<file path="src/rtl/refill_arbiter_if.sv">
// Bundle between the two cache refill requesters, the arbiter and the backing RAM.
// The arbiter takes the slave modport; the requester/RAM side takes master.
interface refill_arbiter_if #(
   parameter int unsigned WSEL_W = 1
);
   logic [1:0]        req;
   logic [31:0]       addr0;
   logic [31:0]       addr1;
   logic [1:0]        grant;
   logic [1:0]        rvalid;
   logic [1:0]        done;
   logic [31:0]       rdata;
   logic [WSEL_W-1:0] rword;
   logic              busy;
   logic              mem_rd;
   logic [31:0]       mem_addr;
   logic [WSEL_W-1:0] mem_w_sel;
   logic              mem_ready;
   logic [31:0]       mem_data;

   modport master (
      output req, addr0, addr1, mem_ready, mem_data,
      input  grant, rvalid, done, rdata, rword, busy, mem_rd, mem_addr, mem_w_sel
   );

   modport slave (
      input  req, addr0, addr1, mem_ready, mem_data,
      output grant, rvalid, done, rdata, rword, busy, mem_rd, mem_addr, mem_w_sel
   );
endinterface

</file>
<file path="src/rtl/refill_arbiter.sv">
// Round-robin arbiter sharing one RAM between two cache refill requesters.
// Each grant runs one WORDS-long read burst, forwarding every word with an rvalid pulse.
module refill_arbiter #(
   parameter int unsigned WORDS  = 2,
   parameter int unsigned WSEL_W = 1
) (
   input logic             clk,
   input logic             reset,
   refill_arbiter_if.slave bus
);
   typedef enum logic [1:0] {StIdle, StBusy, StDone} state_e;

   localparam logic [WSEL_W-1:0] LastWord = WSEL_W'(WORDS - 1);

   state_e            state_q;
   logic              owner_q;
   logic              last_q;
   logic [WSEL_W-1:0] cnt_q;
   logic              win;

   // A lone request names its own winner; a tie goes to whoever was not served last.
   always_comb begin
      win = bus.req[1];
      if (bus.req == 2'b11) win = ~last_q;
   end

   assign bus.busy      = (state_q != StIdle);
   assign bus.mem_w_sel = cnt_q;

   always_ff @(posedge clk) begin
      if (reset) begin
         state_q      <= StIdle;
         owner_q      <= 1'b0;
         last_q       <= 1'b1;
         cnt_q        <= '0;
         bus.grant    <= '0;
         bus.rvalid   <= '0;
         bus.done     <= '0;
         bus.rdata    <= '0;
         bus.rword    <= '0;
         bus.mem_rd   <= 1'b0;
         bus.mem_addr <= '0;
      end else begin
         bus.rvalid <= '0;
         bus.done   <= '0;
         case (state_q)
            StIdle: begin
               if (|bus.req) begin
                  state_q      <= StBusy;
                  owner_q      <= win;
                  cnt_q        <= '0;
                  bus.mem_addr <= win ? bus.addr1 : bus.addr0;
                  bus.grant    <= {win, ~win};
                  bus.mem_rd   <= 1'b1;
               end
            end
            StBusy: begin
               if (bus.mem_ready) begin
                  bus.rdata  <= bus.mem_data;
                  bus.rword  <= cnt_q;
                  bus.rvalid <= {owner_q, ~owner_q};
                  if (cnt_q == LastWord) begin
                     state_q    <= StDone;
                     bus.done   <= {owner_q, ~owner_q};
                     bus.mem_rd <= 1'b0;
                  end else begin
                     cnt_q <= cnt_q + WSEL_W'(1);
                  end
               end
            end
            StDone: begin
               state_q   <= StIdle;
               last_q    <= owner_q;
               bus.grant <= '0;
            end
            default: begin
               state_q    <= StIdle;
               bus.grant  <= '0;
               bus.mem_rd <= 1'b0;
            end
         endcase
      end
   end
endmodule

</file>
<file path="src/flat_wrapper.sv">
// flat-port wrapper written by rule: the top's interface ports become plain ports
module refill_arbiter_flat 
#(
   parameter int unsigned WORDS  = 2,
   parameter int unsigned WSEL_W = 1
)
  (clk, reset, bus_req, bus_addr0, bus_addr1, bus_mem_ready, bus_mem_data, bus_grant, bus_rvalid, bus_done, bus_rdata, bus_rword, bus_busy, bus_mem_rd, bus_mem_addr, bus_mem_w_sel);
  refill_arbiter_if #(.WSEL_W(WSEL_W)) bus_i ();
  input logic clk;
  input logic reset;
  input wire logic [$bits(bus_i.req)-1:0] bus_req;
  input wire logic [$bits(bus_i.addr0)-1:0] bus_addr0;
  input wire logic [$bits(bus_i.addr1)-1:0] bus_addr1;
  input wire logic [$bits(bus_i.mem_ready)-1:0] bus_mem_ready;
  input wire logic [$bits(bus_i.mem_data)-1:0] bus_mem_data;
  output wire logic [$bits(bus_i.grant)-1:0] bus_grant;
  output wire logic [$bits(bus_i.rvalid)-1:0] bus_rvalid;
  output wire logic [$bits(bus_i.done)-1:0] bus_done;
  output wire logic [$bits(bus_i.rdata)-1:0] bus_rdata;
  output wire logic [$bits(bus_i.rword)-1:0] bus_rword;
  output wire logic [$bits(bus_i.busy)-1:0] bus_busy;
  output wire logic [$bits(bus_i.mem_rd)-1:0] bus_mem_rd;
  output wire logic [$bits(bus_i.mem_addr)-1:0] bus_mem_addr;
  output wire logic [$bits(bus_i.mem_w_sel)-1:0] bus_mem_w_sel;
  assign bus_i.req = bus_req;
  assign bus_i.addr0 = bus_addr0;
  assign bus_i.addr1 = bus_addr1;
  assign bus_i.mem_ready = bus_mem_ready;
  assign bus_i.mem_data = bus_mem_data;
  assign bus_grant = bus_i.grant;
  assign bus_rvalid = bus_i.rvalid;
  assign bus_done = bus_i.done;
  assign bus_rdata = bus_i.rdata;
  assign bus_rword = bus_i.rword;
  assign bus_busy = bus_i.busy;
  assign bus_mem_rd = bus_i.mem_rd;
  assign bus_mem_addr = bus_i.mem_addr;
  assign bus_mem_w_sel = bus_i.mem_w_sel;
  refill_arbiter #(.WORDS(WORDS), .WSEL_W(WSEL_W)) u_core (.clk(clk), .reset(reset), .bus(bus_i));
endmodule
</file>
<file path="config.mk">
export PLATFORM = sky130hd
export DESIGN_NAME = refill_arbiter_flat
export DESIGN_NICKNAME = d
export VERILOG_FILES = /design/src/rtl/refill_arbiter_if.sv /design/src/rtl/refill_arbiter.sv /design/src/flat_wrapper.sv
export SDC_FILE = /design/constraint.sdc
export NUM_CORES = 1
export LEC_CHECK = 0
export CAP_MARGIN = 20
export CORE_ASPECT_RATIO = 1.5
export CORE_MARGIN = 5
export CORE_UTILIZATION = 38
export CTS_BUF_LIST = sky130_fd_sc_hd__clkbuf_8
export DETAILED_ROUTE_END_ITERATION = 8
export PLACE_DENSITY_LB_ADDON = 0.05
export SYNTH_ARGS = -nofsm -noshare
export SYNTH_HDL_FRONTEND = slang
export SYNTH_SLANG_ARGS = --single-unit
</file>
<file path="constraint.sdc">
create_clock -name clk -period 1.4 [get_ports clk]
set_input_delay 0.28 -clock clk [delete_from_list [all_inputs] [get_ports clk]]
set_output_delay 0.28 -clock clk [all_outputs]
set_load 0.01 [all_outputs]
</file>
Word level (Yosys, flattened, before mapping). Index checks and enable logic that the tools add are counted.

Bitwise operators: 7. Mux-type cells: 16. Equal/unequal tests: 6. $add $sub $neg: 1. Reductions and logical operators: 12.

Operators by type and width (count): 32-bit 2-to-1 mux (1); 2-bit 2-to-1 mux (4); 2-bit one-hot mux with 2 select lines (2); 1-bit 2-to-1 mux (7); 1-bit inverter (7); 2-bit AND reduction (3); 3-bit AND reduction (2); 2-bit == test (second input constant) (2); 2-bit by 1-bit inequality test with 1-bit output (second input constant) (2); 4-bit AND reduction (1); 2-bit nonzero test (2); 4-bit OR reduction (1); 1-bit one-hot mux with 3 select lines (1); 3-bit OR reduction (1); 2-bit by 1-bit == test with 1-bit output (second input constant) (1); 2-bit zero test (1); 2-bit inequality test (second input constant) (1); 1-bit one-hot mux with 2 select lines (1); 2-bit OR reduction (1); 1-bit adder (second input constant) (1).

Flip-flop bits (word level): 77. Output and inout bits: 74. Logic and storage cells: 53.

Longest topological paths before layout. Gate-level depths: netlist (run 1).

Word-level depth: 5. Depth in mapped cells: 5. Depth with buffers taken out: 4.

Worst setup path after synthesis (run 1). No wires, ideal clock.

Kind: register to register. From: register u_core.state_q[1]. To: register u_core.bus.mem_addr[10]. Data required time: 1.253 ns. Arrival time: 1.037 ns. Clock period less this slack: 1.184 ns. Setup slack: 0.216 ns. Stages on the path, launching flop included: 6. Path buffers: 1. Library setup time: 0.147 ns. Cells stage by stage: dfxtp_1 nor2_8 inv_4 nor2_8 buf_6 a311oi_2.

Longest elaborated chain between the ends: 2.

Ends and longest elaborated chain: start: declaration (RTL line refill_arbiter.sv:15) `state_e state_q;`; start signal: assignment (RTL line refill_arbiter.sv:32) `state_q <= StIdle;`; start signal: assignment (RTL line refill_arbiter.sv:49) `state_q <= StBusy;`; start signal: assignment (RTL line refill_arbiter.sv:63) `state_q <= StDone;`; 2-bit zero test (RTL line refill_arbiter.sv:46) `case (state_q)`; 2-bit AND reduction (no source line); end signal: assignment (RTL line refill_arbiter.sv:52) `bus.mem_addr <= win ? bus.addr1 : bus.addr0;`; end: declaration (RTL line refill_arbiter_if.sv:28) `output grant, rvalid, done, rdata, rword, busy, mem_rd, mem_addr, mem_w_sel`.

Every way passes these cells. A chain may end at the register's enable or synchronous reset.

Worst setup path after layout (run 1).
From: register u_core.state_q[0]. To: output port bus_busy.

Longest elaborated chain between the ends: 1.

Ends and longest elaborated chain: 2-bit nonzero test (RTL line refill_arbiter.sv:27) `assign bus.busy = (state_q != StIdle);`; end: declaration (RTL line flat_wrapper.sv:21) `output wire logic [$bits(bus_i.busy)-1:0] bus_busy;`.

Every way passes these cells.

==> metrics.txt, run 1 <==
# TYPE chip_impl_metric gauge
chip_impl_metric{name="flow.area_growth_from_synthesis",unit="%"} 59.08
chip_impl_info{name="worst_path_dominant_cell_family",value="flip-flops"} 1
chip_impl_info{name="top_layer_used",value="met4"} 1
chip_impl_metric{name="setup_total_negative_slack",unit="ns"} 0
chip_impl_metric{name="total_clock_buffers_created_by_cts",unit=""} 9
chip_impl_info{name="clk_root_buffer_cell",value="sky130_fd_sc_hd__clkbuf_8"} 1
chip_impl_metric{name="antenna_found_initial",unit=""} 1
chip_impl_metric{name="antenna_violating_nets_post_route",unit=""} 0
chip_impl_info{name="status",value="complete, no violations"} 1
chip_impl_metric{name="tritoncts_num_sinks",unit=""} 77
chip_impl_metric{name="report.final.hold_viol_count",unit=""} 0
chip_impl_metric{name="grt.overflow.total",unit=""} 0
chip_impl_info{name="worstSetupStartpointType",value="flop"} 1
chip_impl_metric{name="internal_power",unit="W"} 0.003955
chip_impl_metric{name="wl_met2",unit="mm"} 5.328
chip_impl_metric{name="postSynthCellCount",unit=""} 372
chip_impl_metric{name="dp_hpwl",unit="mm"} 7.619
chip_impl_metric{name="max_cap_violations",unit=""} 0
chip_impl_metric{name="chipHeight",unit="um"} 127.1
chip_impl_metric{name="timing.final.crit_share",unit="%"} 98.32
chip_impl_metric{name="num_rows",unit=""} 42
chip_impl_metric{name="cts_htree_levels",unit=""} 3
chip_impl_metric{name="gp_congestion",unit=""} 0.7237
chip_impl_metric{name="power_leakage",unit="nW"} 2.369
chip_impl_metric{name="worst-path-buf-inv",unit=""} 2
chip_impl_metric{name="fillCellCount",unit=""} 832
chip_impl_metric{name="floorplan.die.width",unit="um"} 88.04
chip_impl_metric{name="p_clk_share",unit="%"} 30.8
chip_impl_metric{name="final.setup_skew",unit="ns"} 0.01299
chip_impl_metric{name="slew_viol_final",unit=""} 0
chip_impl_metric{name="routed_wl",unit="mm"} 10.30
chip_impl_info{name="synthTopCellsByArea",value="sky130_fd_sc_hd__dfxtp_1 (44%), sky130_fd_sc_hd__nand2_1 (14%), sky130_fd_sc_hd__a311oi_2 (13%)"} 1
chip_impl_metric{name="combined_global_route_utilization_of_all_metal_layers",unit="%"} 18.79
chip_impl_metric{name="achievable-frequency",unit="MHz"} 726.5
chip_impl_metric{name="timing.final.crit_period",unit="ns"} 1.376
chip_impl_metric{name="share_comb_of_total_power",unit="%"} 24.8
chip_impl_metric{name="cts_buffer_depth",unit=""} 2
chip_impl_metric{name="power.density_cell_area",unit="mW/mm^2"} 996.1
chip_impl_metric{name="remaining_drc_errors",unit=""} 0
chip_impl_metric{name="critical_path_required",unit="ns"} 1.12
chip_impl_metric{name="critPathMaxFanout",unit=""} 3
chip_impl_metric{name="drt-pass1-iter-count",unit=""} 4
chip_impl_info{name="crit_type",value="flop to primary output"} 1
chip_impl_metric{name="grt_start_max_net_pins",unit=""} 34
chip_impl_metric{name="port-buffer-count",unit=""} 174
chip_impl_metric{name="power_switching",unit="W"} 0.001545
chip_impl_metric{name="floorplan.io_pins",unit=""} 175
chip_impl_metric{name="cts.clk_slew.worst_paths",unit="ns"} 0.08
chip_impl_metric{name="setup_viol",unit=""} 0
chip_impl_metric{name="yosys_warnings",unit=""} 0
chip_impl_metric{name="worst_slack",unit="ns"} 0.02351
chip_impl_metric{name="grt_first_pass_wirelength",unit="mm"} 16.51
chip_impl_metric{name="power.ir.vdd_worst",unit="uV"} 494.6
chip_impl_metric{name="drt-vias-per-instance",unit=""} 4.879
chip_impl_metric{name="grt_pass1_vias",unit=""} 3349
chip_impl_info{name="tritoncts",value="yes"} 1
chip_impl_info{name="yosys.area.top_type",value="sky130_fd_sc_hd__dfxtp_1"} 1
chip_impl_metric{name="post_route_cells_drive_above_1_share",unit="%"} 20.97
chip_impl_info{name="endpoint_kind",value="primary output"} 1
chip_impl_metric{name="final_worst_hold_slack",unit="ns"} 0.3017
chip_impl_metric{name="seq_power_share",unit="%"} 44.5
chip_impl_metric{name="multi_input_comb_area",unit="mm^2"} 0.001630
chip_impl_metric{name="detailedPlace.worstSlack",unit="ns"} -0.3432
chip_impl_metric{name="switching_share",unit="%"} 28.10
chip_impl_metric{name="synth_seq_cells",unit=""} 77
chip_impl_metric{name="ff_latch_area",unit="mm^2"} 0.001546
chip_impl_info{name="cpMaxStageDelayCell",value="sky130_fd_sc_hd__dfxtp_2"} 1
chip_impl_metric{name="clock_latency",unit="ns"} 0.36
chip_impl_metric{name="timing.critical_path.slowest_cell_delay",unit="ns"} 0.35
chip_impl_metric{name="synth_sequential_area_ratio",unit="%"} 44.41
chip_impl_metric{name="worst_slew_pin_slew",unit="ns"} 0.3722
chip_impl_metric{name="syn-cell-area",unit="mm^2"} 0.003471
chip_impl_metric{name="worst_ep_arrival_time",unit="ns"} 1.10
chip_impl_metric{name="design.core.area",unit="mm^2"} 0.008881
chip_impl_metric{name="slew_headroom",unit="%"} 75.19
chip_impl_info{name="grt_setup_unrepaired",value="yes"} 1
chip_impl_metric{name="die_area",unit="mm^2"} 0.01118
chip_impl_metric{name="post_synth_num_cell_types",unit=""} 30
chip_impl_info{name="path_cells",value="nor2_8 -> inv_4 -> clkdlybuf4s15_2"} 1
chip_impl_metric{name="floorplan.initialDensity",unit="%"} 39.08
chip_impl_metric{name="post_detailed_route_wirelength_per_cell",unit="um"} 15.39
chip_impl_metric{name="hold_buffers",unit=""} 0
chip_impl_info{name="worstHoldPathType",value="input port to flop"} 1
chip_impl_metric{name="routed-via-count",unit=""} 3264
chip_impl_metric{name="net_count_reported_at_finish",unit=""} 654
chip_impl_metric{name="post_synth.cell_area_avg",unit="um^2"} 9.330
chip_impl_metric{name="routedLengthMet1",unit="mm"} 3.841
chip_impl_metric{name="drt_first_iter_violations",unit=""} 85
chip_impl_metric{name="detailroute.wirelength.met3",unit="um"} 871
chip_impl_metric{name="netlist.area_leader.share",unit="%"} 44.41
chip_impl_metric{name="syn-num-nets",unit=""} 473
[worst register-to-register path: cells and delay by family (launching register included)]
kind / cells / cell delay [ns]
compound gates: 1 / 0.09
buf+inv: 3 / 0.37
flops: 1 / 0.35
simple gates: 2 / 0.36
[area by class of cell]
class / count / share of cell area, %
repair buffers: 202 / 35.85
multi-input cells: 257 / 29.53
flip-flops and latches: 77 / 28.01
clock buffers: 10 / 2.493
well taps: 110 / 2.493
clock inverters: 6 / 1.133
inverters: 6 / 0.4532
diodes: 1 / 0.04532
[stage by stage]
stage	util, %	area [um^2]	power, W	std cells
4_1_cts	61.78	5487	0.005582	667
3_5_place_dp	60.51	5374	0.003978	651
5_1_grt	62.17	5522	0.005819	669
3_3_place_gp	60.51	5374	0.003962	651
6_report	62.17	5522	0.005500	669
2_1_floorplan	-	3471	0.003211	372
[cells in the mapped netlist (all sizes together)]
cell	count
nand4	1
nand3	2
nor2	10
or2	1
a21boi	2
clkbuf	6
a311oi	32
buf	26
nand3b	1
o211a	1
dfxtp	77
a22oi	1
o21ai	4
inv	6
and3b	1
or3	1
o311ai	1
a21oi	67
nand2	130
o221a	1
a21bo	1
[layer usage]
| metal | global-route usage [%] | up-vias |
|---|---|---|
| met4 | 8.808 | 0 |
| met3 | 4.897 | 17 |
| li1 | - | 1639 |
| met1 | 21.32 | 1486 |
| met2 | 32.28 | 122 |
| met5 | 0 | - |
[logic make-up (layout without fill, tap and decap cells)]
family / Yosys count / in the layout / share of synthesized area [%]
AO/OA/AOI/OAI: 110 / 110 / 29.16
buffers and inverters: 38 / 224 / 8.616
flip-flops: 77 / 77 / 44.41
other: 0 / 1 / 0
AND/OR/NAND/NOR: 147 / 147 / 17.81
[sequential cells by signal, summed over array words and instances, names as in the netlist]
signal,count
u_core.bus.rvalid,2
u_core.bus.rdata,32
u_core.bus.rword,1
u_core.bus.mem_addr,32
u_core.last_q,1
u_core.state_q,2
u_core.bus.done,2
u_core.bus.grant,2
u_core.bus.mem_rd,1
u_core.bus.mem_w_sel,1
u_core.owner_q,1
[power by group through the flow]
stage / Clock, W / Combinational, W / Sequential (W)
3_5_place_dp: 0 / 0.00147 / 0.00250
4_1_cts: 0.00176 / 0.00137 / 0.00245
5_1_grt: 0.00187 / 0.00148 / 0.00247
3_3_place_gp: 0 / 0.00146 / 0.00250
2_1_floorplan: 0 / 0.000641 / 0.00257
6_report: 0.00169 / 0.00136 / 0.00245
[path summary, 6_finish.rpt]
kind	cells after the start	slack, ns	end	startpoint
hold reg to reg	2	0.45	u_core.bus.rdata[16]	u_core.bus.rdata[16]
setup / recovery	3	0.02	bus_busy	u_core.state_q[0]
hold / removal	3	0.30	u_core.last_q	reset
setup reg to reg	6	0.11	u_core.bus.mem_addr[30]	u_core.state_q[0]
[cell usage in the layout (no fill, tap or decap)]
master	instances
sky130_fd_sc_hd__nand2_1	130
sky130_fd_sc_hd__clkdlybuf4s50_1	97
sky130_fd_sc_hd__dfxtp_1	75
sky130_fd_sc_hd__dlygate4sd2_1	73
sky130_fd_sc_hd__a21oi_1	38
sky130_fd_sc_hd__a311oi_2	31
sky130_fd_sc_hd__a21oi_2	29
sky130_fd_sc_hd__buf_4	19
sky130_fd_sc_hd__clkbuf_8	10
sky130_fd_sc_hd__buf_12	8
sky130_fd_sc_hd__nor2_1	7
sky130_fd_sc_hd__inv_1	5
sky130_fd_sc_hd__o21ai_0	4
sky130_fd_sc_hd__clkinv_2	3
sky130_fd_sc_hd__nor2_8	2
sky130_fd_sc_hd__nand3_1	2
sky130_fd_sc_hd__clkinv_4	2
sky130_fd_sc_hd__dlymetal6s2s_1	2
sky130_fd_sc_hd__diode_2	1
sky130_fd_sc_hd__inv_4	1
sky130_fd_sc_hd__a21bo_2	1
sky130_fd_sc_hd__nor2_2	1
sky130_fd_sc_hd__a21boi_4	1
sky130_fd_sc_hd__or2_2	1
sky130_fd_sc_hd__and3b_1	1
sky130_fd_sc_hd__nand3b_4	1
sky130_fd_sc_hd__o221a_2	1
sky130_fd_sc_hd__nand4_1	1
sky130_fd_sc_hd__or3_1	1
sky130_fd_sc_hd__o211a_1	1
sky130_fd_sc_hd__a22oi_1	1
sky130_fd_sc_hd__a21boi_1	1
sky130_fd_sc_hd__o311ai_0	1
sky130_fd_sc_hd__a311oi_1	1
sky130_fd_sc_hd__bufinv_16	1
sky130_fd_sc_hd__clkbuf_16	1
sky130_fd_sc_hd__buf_2	1
sky130_fd_sc_hd__clkdlybuf4s15_2	1
sky130_fd_sc_hd__dfxtp_2	1
sky130_fd_sc_hd__dfxtp_4	1
[repair_timing]
action | in CTS | in global routing
buffers inserted | 0 | 0
setup endpoints to repair | 74 | 12
resized for setup | 78 | 3
pin swaps | 0 | 1
gates cloned | 0 | 1
No activity file was read; power rests on OpenSTA's default activity.
==> run 2: changes to the inputs <==
--- a/config.mk
+++ b/config.mk
@@ -8,7 +8,7 @@
 export CAP_MARGIN = 20
 export CORE_ASPECT_RATIO = 1.5
 export CORE_MARGIN = 5
-export CORE_UTILIZATION = 38
+export CORE_UTILIZATION = 41
 export CTS_BUF_LIST = sky130_fd_sc_hd__clkbuf_8
 export DETAILED_ROUTE_END_ITERATION = 8
 export PLACE_DENSITY_LB_ADDON = 0.05
==> run 2 against run 1 <==
Fmax rose by 5.0%; register-to-register slack is essentially flat; die area fell by 6.6%; power up 9.5%; routed wire length decreased by 4.3%; clock-buffer cell count down 1; utilization grew 4.5 points; sequential share of layout area down 0.26 points; combinational power about the same; largest cell class unchanged; global-route usage decreased by 0.44 points; final cell count decreased by 0.15%.
==> metrics.txt, run 2 (synthesis results as in run 1) <==
# TYPE chip_impl_metric gauge
chip_impl_metric{name="floorplan.die.width",unit="um"} 85.13
chip_impl_metric{name="routed_wl",unit="mm"} 9.853
chip_impl_metric{name="worst_slew_pin_slew",unit="ns"} 0.4053
chip_impl_metric{name="dp.cells",unit=""} 652
chip_impl_metric{name="timing.final.crit_period",unit="ns"} 1.310
chip_impl_metric{name="drt-vias-per-instance",unit=""} 4.958
chip_impl_metric{name="die_area",unit="mm^2"} 0.01044
chip_impl_metric{name="flow.area_growth_from_synthesis",unit="%"} 60.56
chip_impl_metric{name="total_clock_buffers_created_by_cts",unit=""} 9
chip_impl_metric{name="grt.overflow.total",unit=""} 0
chip_impl_metric{name="critical_path_required",unit="ns"} 1.12
chip_impl_metric{name="tritoncts_num_sinks",unit=""} 77
chip_impl_metric{name="routed-via-count",unit=""} 3312
chip_impl_metric{name="report.final.hold_viol_count",unit=""} 0
chip_impl_metric{name="timing.critical_path.slowest_cell_delay",unit="ns"} 0.38
chip_impl_metric{name="drt-pass1-iter-count",unit=""} 4
chip_impl_info{name="cpMaxStageDelayCell",value="sky130_fd_sc_hd__dfxtp_1"} 1
chip_impl_info{name="path_cells",value="dlygate4sd2_1"} 1
chip_impl_metric{name="achievable-frequency",unit="MHz"} 763.1
chip_impl_metric{name="remaining_drc_errors",unit=""} 0
chip_impl_metric{name="cts_buffer_depth",unit=""} 2
chip_impl_info{name="crit_type",value="flop to primary output"} 1
chip_impl_metric{name="net_count_reported_at_finish",unit=""} 657
chip_impl_metric{name="power.ir.vdd_worst",unit="uV"} 636.3
chip_impl_metric{name="floorplan.io_pins",unit=""} 175
chip_impl_metric{name="grt_start_max_net_pins",unit=""} 33
chip_impl_metric{name="post_detailed_route_wirelength_per_cell",unit="um"} 14.75
chip_impl_metric{name="drt_first_iter_violations",unit=""} 89
chip_impl_metric{name="power.total",unit="W"} 0.006024
chip_impl_metric{name="worst-path-buf-inv",unit=""} 1
chip_impl_metric{name="floorplan.initialDensity",unit="%"} 41.51
chip_impl_metric{name="post_route_cells_drive_above_1_share",unit="%"} 21.39
chip_impl_metric{name="critPathMaxFanout",unit=""} 4
chip_impl_metric{name="port-buffer-count",unit=""} 174
chip_impl_metric{name="gp_congestion",unit=""} 0.7792
chip_impl_metric{name="slew_headroom",unit="%"} 72.98
chip_impl_info{name="biggestRegsByFlops",value="u_core.bus.mem_addr: 32 flops, u_core.bus.rdata: 32 flops"} 1
chip_impl_metric{name="reg2regPathDepth",unit=""} 4
chip_impl_metric{name="clock_latency",unit="ns"} 0.36
chip_impl_metric{name="grt_pass1_vias",unit=""} 3275
chip_impl_info{name="endpoint_kind",value="primary output"} 1
chip_impl_info{name="tritoncts",value="yes"} 1
chip_impl_metric{name="detailedPlace.worstSlack",unit="ns"} -0.3515
chip_impl_metric{name="antenna_found_initial",unit=""} 0
chip_impl_info{name="regToRegStartpoint",value="u_core.last_q"} 1
chip_impl_info{name="mostFrequentLayoutCell",value="sky130_fd_sc_hd__nand2_1"} 1
chip_impl_info{name="worstHoldPathType",value="input port to flop"} 1
chip_impl_metric{name="antenna_violating_nets_post_route",unit=""} 0
chip_impl_info{name="grt_setup_unrepaired",value="no"} 1
chip_impl_metric{name="final_core_utilization",unit="%"} 66.65
chip_impl_metric{name="slew_viol_final",unit=""} 0
chip_impl_metric{name="worst_ep_arrival_time",unit="ns"} 1.03
chip_impl_metric{name="timing.final.crit_share",unit="%"} 93.60
chip_impl_metric{name="setup_viol",unit=""} 0
chip_impl_metric{name="final.setup_skew",unit="ns"} 0.008731
chip_impl_metric{name="num_rows",unit=""} 41
chip_impl_metric{name="hold-path-cell-count",unit=""} 2
chip_impl_info{name="timing.hold.worst_endpoint",value="u_core.bus.mem_w_sel"} 1
chip_impl_metric{name="grt_first_pass_wirelength",unit="mm"} 15.29
chip_impl_metric{name="rrSetupSlack",unit="ns"} 0.11
chip_impl_info{name="worstSetupStartpointType",value="flop"} 1
chip_impl_metric{name="antennaDiodeCount",unit=""} 0
chip_impl_metric{name="design.core.area",unit="mm^2"} 0.008362
chip_impl_metric{name="cts.clk_slew.worst_paths",unit="ns"} 0.07
chip_impl_metric{name="postCtsSetupRepairBufs",unit=""} 0
chip_impl_info{name="min_from",value="reset"} 1
chip_impl_metric{name="chipHeight",unit="um"} 122.7
chip_impl_metric{name="fillCellCount",unit=""} 755
chip_impl_metric{name="max_cap_violations",unit=""} 0
chip_impl_metric{name="power.density_cell_area",unit="mW/mm^2"} 1081
chip_impl_info{name="clk_root_buffer_cell",value="sky130_fd_sc_hd__clkbuf_8"} 1
chip_impl_metric{name="layout.cells.non_filler",unit=""} 668
chip_impl_metric{name="setup_total_negative_slack",unit="ns"} 0
chip_impl_metric{name="worst_slack",unit="ns"} 0.08957
chip_impl_info{name="timing.rr.end",value="u_core.bus.mem_addr[10]"} 1
chip_impl_info{name="worst_path_dominant_cell_family",value="flip-flops"} 1
chip_impl_metric{name="hold_buffers",unit=""} 0
chip_impl_info{name="layout_common_cells",value="sky130_fd_sc_hd__nand2_1 (130), sky130_fd_sc_hd__clkdlybuf4s50_1 (98), sky130_fd_sc_hd__dfxtp_1 (75), sky130_fd_sc_hd__dlygate4sd2_1 (73), sky130_fd_sc_hd__a21oi_1 (38)"} 1
chip_impl_metric{name="combined_global_route_utilization_of_all_metal_layers",unit="%"} 18.35
chip_impl_metric{name="power_leakage",unit="nW"} 2.387
chip_impl_metric{name="cts_htree_levels",unit=""} 3
chip_impl_metric{name="dp_hpwl",unit="mm"} 7.548
chip_impl_info{name="status",value="complete, no violations"} 1
## run 2: repair_timing
item | in CTS | in global routing
pin swaps | 0 | 0
hold endpoints to repair | 0 | 0
gates cloned | 0 | 0
gates resized for setup | 78 | 4
setup endpoints to repair | 74 | 32
## run 2: worst max path at each step
stage | startpoint | to | slack [ns] | cells past startpoint
after CTS | u_core.state_q[1] | bus_busy | -0.003 | 3
after global routing | bus_req[1] | u_core.bus.mem_addr[10] | 0.03 | 5
after floorplan | u_core.state_q[1] | u_core.bus.mem_addr[10] | 0.22 | 5
after global placement | bus_req[0] | u_core.bus.mem_addr[27] | -0.32 | 5
final | u_core.bus.mem_w_sel | bus_mem_w_sel | 0.09 | 1
after detailed placement | bus_req[0] | u_core.bus.mem_addr[10] | -0.35 | 5
## run 2: power by group
part | switching, W | leakage, nW | internal [W]
Sequential | 0.0000976 | 0.634 | 0.00235
Clock | 0.000849 | 0.130 | 0.00138
Combinational | 0.000621 | 1.62 | 0.000731
Total | 0.00157 | 2.39 | 0.00446
## run 2: final cells by class
type / instances / area [um^2] / area share [%]
Clock inverter: 7 / 145.1 / 2.604
Sequential cell: 77 / 1546 / 27.75
Inverter: 6 / 25.02 / 0.4490
Multi-Input combinational cell: 257 / 1635 / 29.34
Timing Repair Buffer: 205 / 1963 / 35.23
Clock buffer: 9 / 123.9 / 2.223
Tap cell: 107 / 133.9 / 2.402
## run 2: metal layers
layer	wire [um]	vias up	track usage, %	share of wire [%]
li1	-	1645	-	-
met1	3471	1535	18.98	35
met2	5296	113	33.03	54
met3	857	19	6.044	8.7
met4	228	0	8.713	2.3
met5	0	-	0	0
## run 2: metrics by stage
step,instance area [um^2],hold WS (ns)
after detailed placement,5388,0.4464
final,5573,0.1941
after CTS,5569,0.1693
after global placement,5388,0.4413
after floorplan,3471,0.4160
after global routing,5573,0.1866
==> variant, RTL diff (flow settings as in run 1) <==
The 3 states of `state_e` get a one-hot encoding in 3 bits.
--- a/src/rtl/refill_arbiter.sv
+++ b/src/rtl/refill_arbiter.sv
@@ -9,5 +9,5 @@
    refill_arbiter_if.slave bus
 );
-   typedef enum logic [1:0] {StIdle, StBusy, StDone} state_e;
+   typedef enum logic [2:0] {StIdle = 3'b001, StBusy = 3'b010, StDone = 3'b100} state_e;
 
    localparam logic [WSEL_W-1:0] LastWord = WSEL_W'(WORDS - 1);
Behaviour: same outputs for any inputs over 4 cycles, from zero or initial values and one cycle with reset high; so few cycles prove little.
==> variant against run 1 <==
Synthesized area down 16%. Count of clock-buffer cells in the layout up 1. Non-clock buffer count unchanged. Critical path depth increased by 2. Design area fell by 8.5%. Utilization up 4.6 points. Cell count decreased by 4.9%. Routed wire length shrank 12%. Sequential cell count rose by 1. First-iteration DRC count increased by 2.4%. Setup slack got worse by 0.016 ns. Clock skew down 0.0082 ns. Total power fell by 3.3%. Highest routed layer unchanged.
==> variant: results (changes against run 1) <==
stage;metric;value;unit;change
global_route;initial antenna violation count;0;;was 1
global_route;vias in the first global route;3021;;was 3349
layout;final net count;630;;was 654
critical_path;CP arrival;1.67;ns;was 1.10 ns
layout;biggest regs;u_core.bus.mem_addr x32, u_core.bus.rdata x32, u_core.state_q x3;;was u_core.bus.mem_addr x32, u_core.bus.rdata x32
logic_synthesis;Async SR Flop Fraction;0;;unchanged
placed_design;Final Wtd Congestion;0.7655;;was 0.7237
logic_synthesis;Netlist cell types;27;;was 30
power_and_ir_drop;Leakage;2.177;nW;was 2.369 nW
routing;TritonRoute pass-1 iters;4;;unchanged
timing;worst clock skew;0.004836;ns;was 0.01299 ns
cts;CTS max path bufs;2;;unchanged
routing;vias per inst;4.895;;was 4.879
routing;DRT iter0 DRCs;87;;was 85
critical_path;CP max FO;6;;was 3
layout;antenna cells;0;;was 1
logic_synthesis;syn_nets;444;;was 473
logic_synthesis;predominant post-synthesis flop cell;dfxtp_1;;unchanged
placed_design;HPWL Detailed;6722;um;was 7619 um
cts;clk_lat worst skew;0.34;ns;was 0.36 ns
routing;Routed WL;9074;um;was 10300 um
global_route;gr usage total;0.1879;;about the same
placed_design;dpl cells;617;;was 651
cts;root buffer cell;clkbuf_8;;unchanged
timing;Final Hold Vio Count;0;;unchanged
cts;total CTS buffers;9;;unchanged
power_and_ir_drop;VDD IR-drop max;797.7;uV;was 494.6 uV
timing;worst slew margin relative to its limit;0.7691;;was 0.7519
layout;fillers;698;;was 832
cts;Reg clk slew, reported paths;0.08;ns;about the same
global_route;largest net degree at the start of global routing;35;;was 34
routing;overall via count from detail_route;3113;;was 3264
run;max-cap viol count;0;;unchanged
logic_synthesis;register area share after synthesis;0.5359;;was 0.4441
layout;ratio of cells with drive above 1 in the final layout;0.09738;;was 0.2097
outcome;outcome;finished, final reports clean;;unchanged
global_route;global-route wire length before repair;13860;um;was 16510 um
placed_design;Place WS;-0.3771;ns;was -0.3432 ns
logic_synthesis;syn avg cell area;8.496;um^2;was 9.330 um^2
logic_synthesis;Synth area leaders;dfxtp_1, a21oi_1, nand2_1;;was dfxtp_1, nand2_1, a311oi_2
logic_synthesis;yosys warns;0;;unchanged
min_path;Min-Delay Path Class;reg -> reg;;was in -> reg
logic_synthesis;most frequent cells after synthesis;dfxtp_1, nand2_1, a21oi_1;;was nand2_1, dfxtp_1, a21oi_1
placed_design;IO buf count;174;;unchanged
cts;CTS H-Tree Depth;3;;unchanged
variant: changes by cell type after synthesis, moves of 5 or more:
cell | run 1 | this run
a21oi_2 | 29 | 0
a21oi_1 | 38 | 71
buf_2 | 6 | 1
nand2_1 | 130 | 74
o21ai_1 | 0 | 29
clkbuf_1 | 6 | 19
buf_4 | 8 | 1
a311oi_2 | 31 | 0
o22ai_1 | 0 | 32
variant: report_power, final:
group	switching (mW)	internal, mW
logic	0.518	0.651
registers	0.0819	2.38
clock network	0.782	0.906
variant: path summary, 6_finish.rpt:
check                           slack [ns]              start  cells after the start                  end
worst max-delay path                 0.007         bus_req[1]                      5  u_core.bus.grant[1]
worst min-delay path                  0.45   u_core.bus.rword                      2     u_core.bus.rword
worst max register to register        0.03  u_core.state_q[0]                      5  u_core.bus.grant[1]
worst min register to register        0.45   u_core.bus.rword                      2     u_core.bus.rword
variant: critical path, cell delays in order:
cell	delay, ns
clkdlybuf4s50_1	0.48
or4b_1	0.53
a21oi_2	0.18
nand2_1	0.07
a21oi_1	0.12
variant: per-stage QoR:
stage               instance area (um^2)  hold slack (ns)
global route                        5051           0.4738
floorplan                           2915           0.4160
CTS                                 5000           0.4520
finish                              5051           0.4511
detailed placement                  4886           0.4440
global placement                    4886           0.4396
variant: final cells by class:
cell class,count,area (um^2),area share
Sequential cell,78,1564,0.3096
Inverter,3,11.26,0.002229
Tap cell,102,127.6,0.02527
Timing Repair Buffer,202,1947,0.3854
Multi-Input combinational cell,235,1200,0.2376
Clock inverter,5,50.05,0.009908
Clock buffer,11,151.4,0.02997
variant: repair_timing:
item / 4_1_cts / 5_1_grt
resized for setup: 80 / 5
setup endpoints to repair: 92 / 60
hold buffers: 0 / 0
cloned: 0 / 1
pin swaps: 1 / 1
buffers inserted: 0 / 2
variant: cells by family after synthesis:
family / Yosys count / synth area share
flops: 78 / 0.5359
mux: 1 / 0.003435
buf+inv: 30 / 0.05582
compound gates: 142 / 0.2649
simple gates: 92 / 0.1400
variant: routing by layer:
metal  share of wire  vias up  wire [um]  GRT usage
met5               0        -          0          0
met4           0.027        0        242    0.09921
met3           0.086       17        784    0.06126
met2            0.50      119       4560     0.3243
met1            0.38     1402       3487     0.2009
li1                -     1575          -          -
